### src/rtl/native_req_master.sv
`timescale 1ns/1ps
// Initiator for the cache native front-end protocol: buffers producer commands in a
// small FIFO, issues them one at a time and returns a one-cycle response per request.
module native_req_master #(
  parameter int ADDR_W      = 32,
  parameter int DATA_W      = 32,
  parameter int FIFO_AW     = 2,
  parameter int TIMEOUT_CYC = 256,
  parameter int CNT_W       = 16
) (
  input  logic                clk,
  input  logic                reset,
  input  logic                cmd_valid,
  output logic                cmd_ready,
  input  logic [ADDR_W-1:0]   cmd_addr,
  input  logic [DATA_W-1:0]   cmd_wdata,
  input  logic [DATA_W/8-1:0] cmd_wstrb,
  output logic                valid,
  output logic [ADDR_W-1:0]   addr,
  output logic [DATA_W-1:0]   wdata,
  output logic [DATA_W/8-1:0] wstrb,
  input  logic                ready,
  input  logic [DATA_W-1:0]   rdata,
  output logic                rsp_valid,
  output logic [DATA_W-1:0]   rsp_rdata,
  output logic                rsp_write,
  output logic                rsp_timeout,
  output logic                busy,
  output logic [CNT_W-1:0]    req_cnt
);
  localparam int NBYTES = DATA_W / 8;
  localparam int DEPTH  = 1 << FIFO_AW;
  localparam int ENT_W  = ADDR_W + DATA_W + NBYTES;
  localparam int TO_W   = (TIMEOUT_CYC > 2) ? $clog2(TIMEOUT_CYC) : 1;
  localparam logic [TO_W-1:0] TO_LAST = TO_W'((TIMEOUT_CYC > 0) ? TIMEOUT_CYC - 1 : 0);
  localparam bit TO_EN = (TIMEOUT_CYC != 0);

  typedef enum logic {S_IDLE, S_REQ} state_e;

  logic [ENT_W-1:0]  mem_q [DEPTH];
  logic [FIFO_AW:0]  wptr_q, wptr_d, rptr_q, rptr_d;
  logic              fifo_empty, fifo_full, push, pop;
  logic [ENT_W-1:0]  head;

  state_e            state_q, state_d;
  logic              valid_q, valid_d;
  logic [ADDR_W-1:0] addr_q, addr_d;
  logic [DATA_W-1:0] wdata_q, wdata_d;
  logic [NBYTES-1:0] wstrb_q, wstrb_d;
  logic [TO_W-1:0]   to_cnt_q, to_cnt_d;
  logic              rsp_valid_q, rsp_valid_d;
  logic [DATA_W-1:0] rsp_rdata_q, rsp_rdata_d;
  logic              rsp_write_q, rsp_write_d;
  logic              rsp_timeout_q, rsp_timeout_d;
  logic [CNT_W-1:0]  req_cnt_q, req_cnt_d;

  // Extra pointer MSB distinguishes full from empty when the index bits match.
  assign fifo_empty = (wptr_q == rptr_q);
  assign fifo_full  = (wptr_q[FIFO_AW] != rptr_q[FIFO_AW]) &&
                      (wptr_q[FIFO_AW-1:0] == rptr_q[FIFO_AW-1:0]);
  assign push       = cmd_valid & ~fifo_full;
  assign head       = mem_q[rptr_q[FIFO_AW-1:0]];

  always_ff @(posedge clk) begin
    if (push) begin
      mem_q[wptr_q[FIFO_AW-1:0]] <= {cmd_addr, cmd_wdata, cmd_wstrb};
    end
  end

  always_comb begin
    state_d       = state_q;
    valid_d       = valid_q;
    addr_d        = addr_q;
    wdata_d       = wdata_q;
    wstrb_d       = wstrb_q;
    to_cnt_d      = to_cnt_q;
    rsp_valid_d   = 1'b0;
    rsp_rdata_d   = rsp_rdata_q;
    rsp_write_d   = rsp_write_q;
    rsp_timeout_d = rsp_timeout_q;
    req_cnt_d     = req_cnt_q;
    pop           = 1'b0;

    case (state_q)
      S_IDLE: begin
        if (!fifo_empty) begin
          pop                        = 1'b1;
          state_d                    = S_REQ;
          valid_d                    = 1'b1;
          {addr_d, wdata_d, wstrb_d} = head;
          to_cnt_d                   = '0;
        end
      end
      S_REQ: begin
        // A completion in the last allowed cycle beats the timeout.
        if (ready) begin
          state_d       = S_IDLE;
          valid_d       = 1'b0;
          rsp_valid_d   = 1'b1;
          rsp_rdata_d   = rdata;
          rsp_write_d   = |wstrb_q;
          rsp_timeout_d = 1'b0;
          req_cnt_d     = req_cnt_q + CNT_W'(1);
        end else if (TO_EN && (to_cnt_q == TO_LAST)) begin
          state_d       = S_IDLE;
          valid_d       = 1'b0;
          rsp_valid_d   = 1'b1;
          rsp_rdata_d   = '0;
          rsp_write_d   = |wstrb_q;
          rsp_timeout_d = 1'b1;
          req_cnt_d     = req_cnt_q + CNT_W'(1);
        end else begin
          to_cnt_d = to_cnt_q + TO_W'(1);
        end
      end
      default: begin
        state_d = S_IDLE;
        valid_d = 1'b0;
      end
    endcase

    wptr_d = wptr_q + {{FIFO_AW{1'b0}}, push};
    rptr_d = rptr_q + {{FIFO_AW{1'b0}}, pop};
  end

  always_ff @(posedge clk or posedge reset) begin
    if (reset) begin
      state_q       <= S_IDLE;
      valid_q       <= 1'b0;
      addr_q        <= '0;
      wdata_q       <= '0;
      wstrb_q       <= '0;
      to_cnt_q      <= '0;
      rsp_valid_q   <= 1'b0;
      rsp_rdata_q   <= '0;
      rsp_write_q   <= 1'b0;
      rsp_timeout_q <= 1'b0;
      req_cnt_q     <= '0;
      wptr_q        <= '0;
      rptr_q        <= '0;
    end else begin
      state_q       <= state_d;
      valid_q       <= valid_d;
      addr_q        <= addr_d;
      wdata_q       <= wdata_d;
      wstrb_q       <= wstrb_d;
      to_cnt_q      <= to_cnt_d;
      rsp_valid_q   <= rsp_valid_d;
      rsp_rdata_q   <= rsp_rdata_d;
      rsp_write_q   <= rsp_write_d;
      rsp_timeout_q <= rsp_timeout_d;
      req_cnt_q     <= req_cnt_d;
      wptr_q        <= wptr_d;
      rptr_q        <= rptr_d;
    end
  end

  assign cmd_ready   = ~fifo_full;
  assign valid       = valid_q;
  assign addr        = addr_q;
  assign wdata       = wdata_q;
  assign wstrb       = wstrb_q;
  assign rsp_valid   = rsp_valid_q;
  assign rsp_rdata   = rsp_rdata_q;
  assign rsp_write   = rsp_write_q;
  assign rsp_timeout = rsp_timeout_q;
  assign busy        = ~fifo_empty | (state_q != S_IDLE);
  assign req_cnt     = req_cnt_q;

endmodule
### config.mk
export PLATFORM = sky130hd
export DESIGN_NAME = native_req_master
export DESIGN_NICKNAME = d
export VERILOG_FILES = /design/src/rtl/native_req_master.sv
export SDC_FILE = /design/constraint.sdc
export NUM_CORES = 1
export LEC_CHECK = 0
export ABC_AREA = 1
export CAP_MARGIN = 5
export CORE_AREA = 2 2 214 216
export CTS_CLUSTER_DIAMETER = 30
export DETAILED_ROUTE_END_ITERATION = 10
export DIE_AREA = 0 0 216 218
export PLACE_DENSITY = 0.57
export REMOVE_ABC_BUFFERS = 1
export SYNTH_ARGS = -nofsm -noshare
export SYNTH_HDL_FRONTEND = slang
export SYNTH_SLANG_ARGS = --single-unit
### constraint.sdc
create_clock -name clk -period 4.3 [get_ports clk]
set_clock_uncertainty 0.05 [all_clocks]
set_input_delay 0.645 -clock clk [delete_from_list [all_inputs] [get_ports clk]]
set_output_delay 0.645 -clock clk [all_outputs]
set_load 0.03 [all_outputs]
# --- Yosys cells after proc, flatten, opt, wreduce, memory -nomap -nowiden ---
# Memories as Yosys holds them, arrays and structs flattened. A register that Yosys moved wholly into a read port is not among the register bits.
# Cells that the tools add are included.
op_classes:
  add_sub_neg: 4
  n_eq_ne: 8
  n_mux: 26
  n_bitwise: 5
  reduce_logical: 7
op_table:
  columns: ["op", "n"]
  rows:
  - ["$mux W32", 2]
  - ["$mux W16", 2]
  - ["$mux W8", 3]
  - ["$add A16 B1 Y16 const B", 1]
  - ["$mux W1", 16]
  - ["$pmux W8 S2", 1]
  - ["$add A8 B1 Y8 const B", 1]
  - ["$eq A8 B8 Y1 const B", 1]
  - ["$add A3 B1 Y3", 2]
  - ["$ne A2 B2 Y1 const B", 3]
  - ["$reduce_and A2 Y1", 3]
  - ["$pmux W1 S2", 2]
  - ["$reduce_or A4 Y1", 1]
  - ["$eq A3 B3 Y1", 1]
  - ["$ne A3 B2 Y1 const B", 1]
  - ["$not A1 Y1", 3]
  - ["$reduce_and A3 Y1", 1]
  - ["$eq A2 B2 Y1", 1]
  - ["$reduce_bool A2 Y1", 1]
  - ["$and A1 B1 Y1", 1]
  - ["$logic_and A1 B1 Y1", 1]
  - ["$ne A1 B1 Y1", 1]
  - ["$or A1 B1 Y1", 1]
word_totals:
  register_bits: 67
  ramBits: 272
  input_bits: 104
  output_inout_bits: 122
  wordCells: 61
  mem_count: 1
memory_table:
  columns: ["name", "depth", "word_bits", "rd", "rd_clocked_by_memory_dff", "wr", "line", "rtl"]
  rows:
  - ["mem_q", 4, 68, 1, 1, 1, "40", "logic [ENT_W-1:0] mem_q [DEPTH];"]

# --- Longest topological paths before layout ---
# Gate-level depths: netlist of the first run.
logic_depth:
  word_depth: 6
  mapped_depth: 10
  mapped_depth_nobuf: 9

# --- Worst setup path after synthesis of the first run ---
# Ideal clock, no wire load.
synth_timing:
  path_kind: "register -> register"
  startpoint: "reg rptr_q[1]"
  endpoint: "mem mem_q[0][0] in the netlist's numbering (enable)"
  setup_time_ns: 0.495
  t_arrival_ns: 3.983
  setup_slack_ns: -0.228
  stages_incl_launch_ff: 7
  path_buffers: 0
  cell_sequence: "dfrtp_1 -> inv_2 -> nand2_1 -> nand2_1 -> nand4_1 -> nand2_1 -> nor2_1"
synth_via:
  elab_chain_cells: 6
synth_lines:
  columns: ["item", "line", "rtl"]
  rows:
  - ["start: declaration", "41", "logic [FIFO_AW:0] wptr_q, wptr_d, rptr_q, rptr_d;"]
  - ["start signal: assignment", "154", "rptr_q <= rptr_d;"]
  - ["$eq A2 B2 Y1", "60", "(wptr_q[FIFO_AW-1:0] == rptr_q[FIFO_AW-1:0]);"]
  - ["$logic_and A1 B1 Y1", "59", "assign fifo_full = (wptr_q[FIFO_AW] != rptr_q[FIFO_AW]) &&"]
  - ["$not A1 Y1", null, null]
  - ["named net cmd_ready", "14", "output logic cmd_ready,"]
  - ["$and A1 B1 Y1", "61", "assign push = cmd_valid & ~fifo_full;"]
  - ["$mux W1", "65", "if (push) begin"]
  - ["$mux W1 (not written as such)", "66", "mem_q[wptr_q[FIFO_AW-1:0]] <= {cmd_addr, cmd_wdata, cmd_wstrb};"]
  - ["end: declaration", "40", null]
# The timed path passes the listed nets, and every way through them passes these cells.

# --- Final worst setup path of the first run ---
layout_timing:
  startpoint: "reg rptr_q[0]"
  endpoint: "out cmd_ready"
layout_via:
  elab_chain_cells: 3
layout_lines:
  columns: ["item", "line", "rtl"]
  rows:
  - ["$eq A2 B2 Y1", "60", null]
  - ["$logic_and A1 B1 Y1", "59", null]
  - ["$not A1 Y1", "158", "assign cmd_ready = ~fifo_full;"]
  - ["end: declaration", "14", null]
# Every way passes these cells.

==> results of run 1 <==
==> layout make-up <==
class                   count  area [sq um]  area share, %
well taps                 600           751           3.45
clock inverters            74           802           3.68
multi-input cells         817          3640           16.7
clock buffers             108          2510           11.5
repair buffers            240          2410           11.1
inverters                  28           113          0.517
diodes                      2          5.00         0.0230
flip-flops and latches    407         11600           53.0
==> layout by cell type, fill, tap and decap left out, types with 3 or more instances in the layout <==
cell and n:
sky130_fd_sc_hd__buf_12 4, sky130_fd_sc_hd__buf_4 11, sky130_fd_sc_hd__bufinv_16 9, sky130_fd_sc_hd__clkbuf_1 8, sky130_fd_sc_hd__clkbuf_16 98, sky130_fd_sc_hd__clkdlybuf4s50_1 225
sky130_fd_sc_hd__clkinv_1 3, sky130_fd_sc_hd__clkinv_2 10, sky130_fd_sc_hd__clkinv_4 16, sky130_fd_sc_hd__clkinvlp_4 13, sky130_fd_sc_hd__dfrtp_1 133, sky130_fd_sc_hd__edfxtp_1 272
sky130_fd_sc_hd__ha_1 6, sky130_fd_sc_hd__inv_1 23, sky130_fd_sc_hd__inv_2 3, sky130_fd_sc_hd__inv_6 19, sky130_fd_sc_hd__nand2_1 393, sky130_fd_sc_hd__nand3_1 19
sky130_fd_sc_hd__nand3b_1 10, sky130_fd_sc_hd__nand4_1 4, sky130_fd_sc_hd__nor2_1 156, sky130_fd_sc_hd__nor2_4 4, sky130_fd_sc_hd__o21ai_0 124, sky130_fd_sc_hd__o21ai_1 16
sky130_fd_sc_hd__o22ai_1 68, sky130_fd_sc_hd__xor2_1 7
==> power by group <==
| group | switching, uW | total [uW] | leakage (uW) | internal (uW) |
|---|---|---|---|---|
| Combinational | 3770 | 5660 | 0.00286 | 1890 |
| Clock | 2420 | 7230 | 0.00159 | 4820 |
| Sequential | 528 | 5920 | 0.00418 | 5390 |
| Total | 6720 | 18800 | 0.00863 | 12100 |
==> synth_stat cells (4+ instances only) <==
library cell	n
sky130_fd_sc_hd__xor2_1	7
sky130_fd_sc_hd__buf_6	4
sky130_fd_sc_hd__nand3b_1	10
sky130_fd_sc_hd__nor2_1	160
sky130_fd_sc_hd__dfrtp_1	135
sky130_fd_sc_hd__o21ai_0	124
sky130_fd_sc_hd__nand3_1	19
sky130_fd_sc_hd__buf_2	17
sky130_fd_sc_hd__nand2_1	393
sky130_fd_sc_hd__nand4_1	4
sky130_fd_sc_hd__clkbuf_1	36
sky130_fd_sc_hd__o21ai_1	16
sky130_fd_sc_hd__o22ai_1	68
sky130_fd_sc_hd__ha_1	6
sky130_fd_sc_hd__inv_2	4
sky130_fd_sc_hd__buf_4	6
sky130_fd_sc_hd__edfxtp_1	272
sky130_fd_sc_hd__inv_1	24
==> metal layers <==
layer  global-route usage (%)  part of all wire [%]  wire, um
met5                        0                 0.086        34
met2                     26.3                    46     18000
met4                     5.68                   1.8       726
met1                     21.7                    45     17800
met3                     5.16                   7.3      2880
==> flip-flops by register name (all words and copies together), names as in the netlist <==
signal / cells
addr: 32
rsp_valid: 1
state_q: 1
rsp_write: 1
valid: 1
to_cnt_q: 8
rptr_q: 3
wstrb: 4
rsp_timeout: 1
mem_q: 272
wptr_q: 3
rsp_rdata: 32
req_cnt: 16
wdata: 32
==> through the flow <==
stage / instances / hold WS, ns / setup WS, ns
global route: 2274 / 0.440 / 1.11
global placement: 2092 / 0.402 / 1.39
detailed placement: 2092 / 0.408 / 1.35
CTS: 2274 / 0.419 / 1.16
finish: 2276 / 0.415 / 1.20
floorplan: 1252 / 0.413 / -2.14
==> worst register-to-register path, cell delays in order, from the launching register on <==
cell and delay [ns]:
sky130_fd_sc_hd__dfrtp_4 0.64, sky130_fd_sc_hd__xnor2_1 0.24, sky130_fd_sc_hd__nand4_1 0.13, sky130_fd_sc_hd__nand2_1 0.27
sky130_fd_sc_hd__nor2_4 0.62, sky130_fd_sc_hd__buf_12 0.39
==> cell families after synthesis <==
family / Yosys count / synth area share [%]
flops: 407 / 74.1
buf+inv: 95 / 2.78
xor+xnor: 9 / 0.506
compound gates: 211 / 7.36
simple gates: 591 / 14.8
fa+ha+maj: 6 / 0.482
==> how the worst max path moves through the flow <==
stage                     slack, ns                      to
after floorplan               -2.14   mem_q[0][0]$_DFFE_PP_
final                          1.20               cmd_ready
after CTS                      1.16               cmd_ready
after detailed placement       1.35  mem_q[1][67]$_DFFE_PP_
after global placement         1.39  mem_q[1][32]$_DFFE_PP_
after global routing           1.11               cmd_ready
==> summary.txt, run 1 <==
Status
  – Status: complete, no violations

Power and ir drop
  – Power density over cell area: 864 mW/mm^2
  – Leakage power summed over all cells: 0.00863 uW
  – Worst-case vdd ir drop: 0.479 mV
  – Tot Pwr: 18800 uW

Finish
  – Fraction of final layout cells sized beyond drive strength 1: 12.0%
  – Number of nets in the layout: 1700
  – Relative area change from synthesis to final layout: 39.8%
  – Final core utilization: 48.5%
  – Post-route standard cell area excluding fillers: 0.0218 sq mm
  – Number of filler cells placed in the layout: 3959

CTS
  – Clock-pin slew of the registers on the worst-case setup and hold paths: 0.04 ns
  – Clock tree from TritonCTS: yes
  – Number of instances resized during post-cts repair: 0
  – Hold Buf Count CTS: 0
  – Worst-Skew Late Latency: 0.60 ns
  – Post CTS Setup Buffer Count: 0
  – H-Tree Depth: 3
  – Cell chosen for the clock root: sky130_fd_sc_hd__clkbuf_16
  – Clock Sink Count: 407
  – Maximum buffer depth of the clock tree: 3
  – Number of buffers created by CTS: 96

Worst setup path
  – Worst reg-to-reg path cell count: 5
  – Biggest fanout along the worst timing path: 37
  – Critical Path Sink Type: output pin
  – Buffer and inverter count on the worst path: 1
  – Startpoint type of the worst setup path: flop
  – Worst setup path startpoint: rptr_q[0]$_DFF_PP0_
  – Critical path data arrival time: 2.40 ns
  – Dominant delay contributor by cell family on the critical path: buffers and inverters
  – Data required time at the worst endpoint: 3.61 ns
  – Standard cell with the maximum stage delay on the critical path: sky130_fd_sc_hd__clkdlybuf4s50_1
  – Worst setup path category: reg -> out
  – Critical path depth: 3
  – Setup slack, reg-to-reg: 1.59 ns
  – Crit-path cells: xnor2_1, nand4_1, clkdlybuf4s50_1
  – Worst R2R End: mem_q[1][63]$_DFFE_PP_
  – Max stage delay on crit path: 0.69 ns
  – Worst reg2reg startpoint: rptr_q[0]$_DFF_PP0_

Drt
  – Vias: 10766
  – DRC viols: 0
  – Vias per Instance: 4.73
  – Antenna viol nets, final: 0
  – Mean routed wirelength per cell: 17.3 um
  – Number of DRC markers after the initial detailed-route iteration: 746
  – Detailed Route WL: 39400 um
  – DRT Pass-1 Iters: 5

Synthesis
  – Post-synth design cell area: 0.0156 sq mm
  – Leading register cell type out of synthesis: sky130_fd_sc_hd__edfxtp_1
  – Synth area leader: sky130_fd_sc_hd__edfxtp_1
  – Number of warning messages in the yosys log: 0
  – Mean instance size in the synthesized netlist: 11.8 sq um
  – Yosys top cell area share: 52.4%
  – Library cells used by synthesis: 26
  – Post-synthesis register bit count: 407
  – Post-synth ARST share: 33.2%
  – Number of enable-type register cells in the synthesized netlist: 272
  – Sequential share of the synthesized area: 74.1%
  – Most area-consuming cells after synthesis: sky130_fd_sc_hd__edfxtp_1, sky130_fd_sc_hd__dfrtp_1, sky130_fd_sc_hd__nand2_1
  – Synthesized netlist cell count: 1319

Timing
  – Final hold violation count: 0
  – Setup repair after global routing missed its margin: false
  – Final Cycle Share: 72.0%
  – Worst-margin pin slew: 1.07 ns
  – Number of pins with negative max-slew slack in the final report: 0
  – Clock period minus worst slack: 3.10 ns
  – Total of endpoints with negative setup slack in the final report: 0
  – Final-layout setup total negative slack: 0 ns
  – Maximum achievable frequency: 323 MHz
  – Worst slew margin: 28.8%

Global routing
  – Number of antenna violations at the first check in global routing: 5
  – Number of global-route vias before repair: 10951
  – Pin count of the biggest net entering global routing: 104
  – Sum of overflow across all layers after global routing: 0
  – Global-route wire length before repair: 60900 um
  – Overall Global Routing Usage: 16.6%

Worst hold path
  – Worst hold stages: 2
  – Endpoint of the worst hold-timing path: rsp_rdata[24]$_DFFE_PP0P_
  – Hold path startpoint: rsp_rdata[24]$_DFFE_PP0P_
  – Min-delay worst type: reg -> reg

Die
  – FP Rows: 78
  – IO Pins: 226
  – Starting density of the core: 34.7%
  – Die span in x: 216 um
  – Placeable Area: 0.0449 sq mm
  – Die height: 218 um
  – Die outline area: 0.0471 sq mm

Placement
  – Total cell area at the placement stage: 0.0185 sq mm
  – Number of port buffers: 225
  – Hpwl dp: 22600 um
  – GPL Wtd Cong: 0.749

Job
  – Number of max-cap violations: 0
Power figures use the tool's default switching activity.
==> run 2: changes to the inputs <==
Settings changed: PLACE_DENSITY 0.57 to 0.55.
Clock period 4.3 ns to 3.1 ns, I/O delays scaled along.
==> run 2 against run 1 <==
Compared with the run above: design area decreased by 0.13%; non-clock buffer count increased by 7; clock power increased by 35%; largest cell class unchanged; highest routed layer unchanged.
==> summary.txt, run 2 (synthesized netlist as in run 1, its figures left out) <==
Status
  – Status: complete, no violations

CTS
  – Clock tree from TritonCTS: yes
  – H-Tree Depth: 3
  – Cell chosen for the clock root: sky130_fd_sc_hd__clkbuf_16
  – Number of instances resized during post-cts repair: 0
  – Clock-pin slew of the registers on the worst-case setup and hold paths: 0.04 ns
  – Worst-Skew Late Latency: 0.61 ns
  – Clock Sink Count: 407
  – Maximum buffer depth of the clock tree: 3
  – Post CTS Setup Buffer Count: 0
  – Hold Buf Count CTS: 0
  – Number of buffers created by CTS: 91

Timing
  – Worst-margin pin slew: 0.996 ns
  – Final Cycle Share: 86.7%
  – Setup repair after global routing missed its margin: false
  – Maximum achievable frequency: 372 MHz
  – Total of endpoints with negative setup slack in the final report: 0
  – Worst slew margin: 33.6%
  – Final WS setup: 0.411 ns
  – Clock period minus worst slack: 2.69 ns
  – Number of pins with negative max-slew slack in the final report: 0
  – Final hold violation count: 0

Drt
  – DRC viols: 0
  – Detailed Route WL: 39000 um
  – DRT Pass-1 Iters: 4
  – Antenna viol nets, final: 0
  – Vias per Instance: 4.67
  – Number of DRC markers after the initial detailed-route iteration: 746
  – Mean routed wirelength per cell: 17.2 um
  – Vias: 10621

Die
  – FP Rows: 78
  – Die outline area: 0.0471 sq mm
  – Starting density of the core: 34.7%
  – Placeable Area: 0.0449 sq mm
  – Die span in x: 216 um
  – IO Pins: 226
  – Die height: 218 um

Worst setup path
  – Worst reg-to-reg path cell count: 8
  – Data required time at the worst endpoint: 2.58 ns
  – Crit-path cells: xnor2_1, nand4_1, clkdlybuf4s50_1
  – Capture point of the worst path: cmd_ready
  – Buffer and inverter count on the worst path: 1
  – Worst setup path category: reg -> out
  – Critical path depth: 3
  – Worst R2R End: rsp_rdata[10]$_DFFE_PP0P_
  – Critical path data arrival time: 2.17 ns
  – Biggest fanout along the worst timing path: 3
  – Dominant delay contributor by cell family on the critical path: buffers and inverters
  – Worst setup path startpoint: rptr_q[0]$_DFF_PP0_
  – Max stage delay on crit path: 0.66 ns
  – Worst reg2reg startpoint: to_cnt_q[0]$_DFFE_PP0P_
  – Setup slack, reg-to-reg: 0.88 ns
  – Critical Path Sink Type: output pin
  – Startpoint type of the worst setup path: flop
  – Standard cell with the maximum stage delay on the critical path: sky130_fd_sc_hd__clkdlybuf4s50_1

Placement
  – Hpwl dp: 21400 um
  – Number of port buffers: 225
  – Setup WS pre-CTS: 0.783 ns
  – Total cell area at the placement stage: 0.0186 sq mm
  – GPL Wtd Cong: 0.791

Global routing
  – Number of antenna violations at the first check in global routing: 6
  – Highest-utilization routing layer at the global route stage: met2
  – Sum of overflow across all layers after global routing: 0
  – Global-route wire length before repair: 60700 um
  – Pin count of the biggest net entering global routing: 138
  – Number of global-route vias before repair: 10713
  – Overall Global Routing Usage: 16.7%
  – GR Layer Usage met2: 26.3%
  – Met3 Resource Use GR: 5.37%
  – GRT met1 Usage: 21.5%

Finish
  – Commonest cells after routing, fill and taps aside: sky130_fd_sc_hd__nand2_1, sky130_fd_sc_hd__edfxtp_1, sky130_fd_sc_hd__clkdlybuf4s50_1, sky130_fd_sc_hd__nor2_1, sky130_fd_sc_hd__dfrtp_1
  – Fraction of final layout cells sized beyond drive strength 1: 10.9%
  – Number of nets in the layout: 1702
  – Relative area change from synthesis to final layout: 39.6%
  – Number of filler cells placed in the layout: 3971
  – Final core utilization: 48.5%
  – Post-route standard cell area excluding fillers: 0.0218 sq mm
  – Most common cell after layout, fill and taps aside: sky130_fd_sc_hd__nand2_1
  – Max FFs per register: 272

Power and ir drop
  – Worst-case vdd ir drop: 0.800 mV
  – Power density over cell area: 1190 mW/mm^2
  – Leakage power summed over all cells: 0.00861 uW

Job
  – Number of max-cap violations: 0

Worst hold path
  – Min-delay worst type: in -> async
-- run 2: cell types whose count changed in the layout (fill, tap and decap cells not counted), moves of 4 or more --
cell	previous run	this run
sky130_fd_sc_hd__clkbuf_16	98	93
sky130_fd_sc_hd__clkbuf_8	2	12
sky130_fd_sc_hd__buf_4	11	15
sky130_fd_sc_hd__clkbuf_1	8	21
sky130_fd_sc_hd__bufinv_16	9	13
sky130_fd_sc_hd__inv_6	19	3
sky130_fd_sc_hd__clkinv_4	16	2
-- run 2: how the worst min path moves through the flow --
stage,start,end,slack [ns],cells past startpoint
CTS,reset,rsp_rdata[28]$_DFFE_PP0P_,0.20,2
floorplan,rptr_q[2]$_DFF_PP0_,rptr_q[2]$_DFF_PP0_,0.41,1
global placement,rsp_rdata[30]$_DFFE_PP0P_,rsp_rdata[30]$_DFFE_PP0P_,0.40,2
detailed placement,rsp_rdata[23]$_DFFE_PP0P_,rsp_rdata[23]$_DFFE_PP0P_,0.41,2
finish,reset,rsp_rdata[28]$_DFFE_PP0P_,0.21,2
global route,reset,rsp_rdata[28]$_DFFE_PP0P_,0.24,2
-- run 2: power breakdown --
| group | switching, uW | internal (uW) |
|---|---|---|
| Sequential | 632 | 7490 |
| Combinational | 5350 | 2680 |
| Clock | 2940 | 6840 |
-- run 2: area by class of cell --
class / instances / area, sq um / share of cell area, %
Sequential cell: 407 / 11600 / 53.1
Multi-Input combinational cell: 817 / 3640 / 16.7
Clock buffer: 126 / 2570 / 11.8
Timing Repair Buffer: 247 / 2500 / 11.5
Tap cell: 600 / 751 / 3.45
Clock inverter: 44 / 618 / 2.84
Inverter: 28 / 114 / 0.523
Antenna cell: 3 / 7.51 / 0.0345
-- run 2: routing by layer --
metal / vias up / part of all wire, %
met2: 319 / 45
met3: 70 / 7.4
met1: 5102 / 45
met5: - / 0.17
li1: 5120 / -
met4: 10 / 2.1
-- run 2: per-stage QoR --
| stage | total power, uW | setup TNS, ns | instances | hold WS (ns) |
|---|---|---|---|---|
| detailed placement | 16400 | 0 | 2099 | 0.408 |
| CTS | 26300 | 0 | 2269 | 0.200 |
| floorplan | 12900 | -1140.79 | 1252 | 0.413 |
| finish | 25900 | 0 | 2272 | 0.208 |
| global placement | 16300 | 0 | 2099 | 0.402 |
| global route | 27400 | 0 | 2269 | 0.236 |
==> run 3: changes to the inputs <==
Settings changed: CORE_AREA 2 2 214 216 to 4 4 216 218, CTS_CLUSTER_SIZE set to 28, DIE_AREA 0 0 216 218 to 0 0 220 222.
==> run 3 against run 2 <==
Compared with the run above: wire length grew 0.95%; combinational power shrank 0.7%; sequential share of layout area shrank 0.18 points.
==> summary.txt, run 3 (synthesized netlist as in run 1, its figures left out) <==
CTS
  – H-Tree Depth: 3
  – Number of buffers created by CTS: 92
  – Hold Buf Count CTS: 0
  – Clock-pin slew of the registers on the worst-case setup and hold paths: 0.04 ns
  – Cell chosen for the clock root: sky130_fd_sc_hd__clkbuf_16
  – Number of instances resized during post-cts repair: 0
  – Post CTS Setup Buffer Count: 0
  – Clock Sink Count: 407
  – Worst-Skew Late Latency: 0.59 ns
  – Clock tree from TritonCTS: yes
  – Maximum buffer depth of the clock tree: 3

Worst setup path
  – Worst R2R End: mem_q[1][28]$_DFFE_PP_
  – Worst setup path category: reg -> out
  – Worst reg2reg startpoint: rptr_q[1]$_DFF_PP0_
  – Worst reg-to-reg path cell count: 7
  – Critical Path Sink Type: output pin
  – Critical path data arrival time: 2.27 ns
  – Biggest fanout along the worst timing path: 21
  – Startpoint type of the worst setup path: flop
  – Data required time at the worst endpoint: 2.58 ns
  – Setup slack, reg-to-reg: 0.77 ns

Timing
  – Number of pins with negative max-slew slack in the final report: 0
  – Maximum achievable frequency: 359 MHz
  – Clock period minus worst slack: 2.78 ns
  – Final-layout setup total negative slack: 0 ns
  – Worst slew margin: 30.6%
  – Setup repair after global routing missed its margin: false
  – Worst-margin pin slew: 1.04 ns
  – Final Cycle Share: 89.7%
  – Final hold violation count: 0
  – Total of endpoints with negative setup slack in the final report: 0

Drt
  – Antenna viol nets, final: 0
  – Vias per Instance: 4.70
  – Detailed Route WL: 39400 um
  – DRC viols: 0
  – DRT Pass-1 Iters: 5
  – Number of DRC markers after the initial detailed-route iteration: 655
  – Mean routed wirelength per cell: 17.4 um
  – Vias: 10662

Finish
  – Commonest cells after routing, fill and taps aside: sky130_fd_sc_hd__nand2_1, sky130_fd_sc_hd__edfxtp_1, sky130_fd_sc_hd__clkdlybuf4s50_1, sky130_fd_sc_hd__nor2_1, sky130_fd_sc_hd__dfrtp_1
  – Fraction of final layout cells sized beyond drive strength 1: 11.2%
  – Final core utilization: 48.6%
  – Max FFs per register: 272
  – Post-route standard cell area excluding fillers: 0.0218 sq mm
  – Relative area change from synthesis to final layout: 40.1%
  – Most common cell after layout, fill and taps aside: sky130_fd_sc_hd__nand2_1
  – Number of nets in the layout: 1702

Die
  – Die height: 222 um
  – Die span in x: 220 um
  – Die outline area: 0.0488 sq mm
  – IO Pins: 226
  – Placeable Area: 0.0449 sq mm
  – Starting density of the core: 34.7%
  – FP Rows: 78

Power and ir drop
  – Worst-case vdd ir drop: 0.739 mV
  – Clock share of power: 38.3%
  – Part of the total power dissipated in combinational logic: 30.4%
  – Portion of total power attributed to sequential cells: 31.2%
  – Leakage power summed over all cells: 0.00868 uW
  – Net switching power: 8850 uW
  – Switching share of power: 33.8%
  – Internal power consumption: 17300 uW
  – Power density over cell area: 1200 mW/mm^2

Global routing
  – Sum of overflow across all layers after global routing: 0
  – Number of global-route vias before repair: 10932
  – Global-route wire length before repair: 61600 um
  – Pin count of the biggest net entering global routing: 138
  – Number of antenna violations at the first check in global routing: 5
  – Overall Global Routing Usage: 16.0%

Placement
  – GPL Wtd Cong: 0.752
  – Total cell area at the placement stage: 0.0185 sq mm
  – Number of port buffers: 225
  – Hpwl dp: 21800 um

Status
  – Status: complete, no violations

Job
  – Number of max-cap violations: 0

Worst hold path
  – Min-delay worst type: in -> async
==> run 3: cell count changes in the layout (fill, tap and decap cells not counted), sizes merged <==
cell | before | now
clkinv | 19 | 29
clkbuf | 126 | 118
clkinvlp | 10 | 3
bufinv | 13 | 17
diode | 3 | 1
buf | 22 | 21
==> run 3: cell type report <==
cell class                 count  area, sq um
tap                          600          751
fill                        4027        23100
multi-input combinational    817         3640
sequential                   407        11600
antenna                        1         2.50
timing repair buffer         246         2500
clock inverter                51          732
inverter                      28          113
clock buffer                 118         2540
==> run 3: stage by stage <==
step | power (uW) | hold slack (ns) | setup WS (ns) | cells
after floorplan | 12900 | 0.413 | -3.34 | 1252
after global placement | 16300 | 0.403 | 0.746 | 2098
after detailed placement | 16400 | 0.409 | 0.712 | 2098
after CTS | 26600 | 0.301 | 0.239 | 2267
after global routing | 27800 | 0.335 | 0.163 | 2267
final | 26200 | 0.292 | 0.318 | 2268
==> run 3: worst max path at each step <==
stage	slack (ns)	endpoint	cells after the start	start
after floorplan	-3.34	mem_q[0][0]$_DFFE_PP_	4	rptr_q[0]$_DFF_PP0_
after CTS	0.24	busy	5	rptr_q[1]$_DFF_PP0_
after global routing	0.16	cmd_ready	5	rptr_q[1]$_DFF_PP0_
final	0.32	busy	5	rptr_q[1]$_DFF_PP0_
after global placement	0.75	mem_q[1][20]$_DFFE_PP_	7	rptr_q[1]$_DFF_PP0_
after detailed placement	0.71	mem_q[1][20]$_DFFE_PP_	7	rptr_q[1]$_DFF_PP0_
==> run 3: worst max-delay path, cell delays in order, from the launching register on <==
cell	delay [ns]
sky130_fd_sc_hd__dfrtp_2	0.63
sky130_fd_sc_hd__inv_2	0.06
sky130_fd_sc_hd__nand2_1	0.06
sky130_fd_sc_hd__nand2_1	0.07
sky130_fd_sc_hd__nand4_1	0.12
sky130_fd_sc_hd__clkdlybuf4s50_1	0.74
==> run 3: power by group through the flow <==
stage	registers [uW]	logic (uW)	clock network, uW
global route	8340	8870	10600
global placement	8230	8090	0
finish	8170	7970	10000
floorplan	9720	3150	0
detailed placement	8250	8160	0
CTS	8190	8180	10200
==> run 3: routing by layer <==
metal,part of all wire (%),GRT usage [%],up-vias
met4,2.1,5.29,8
met2,46,25.4,313
met3,7.4,4.93,73
met5,0.11,0,-
met1,45,21.1,5135
li1,-,-,5133
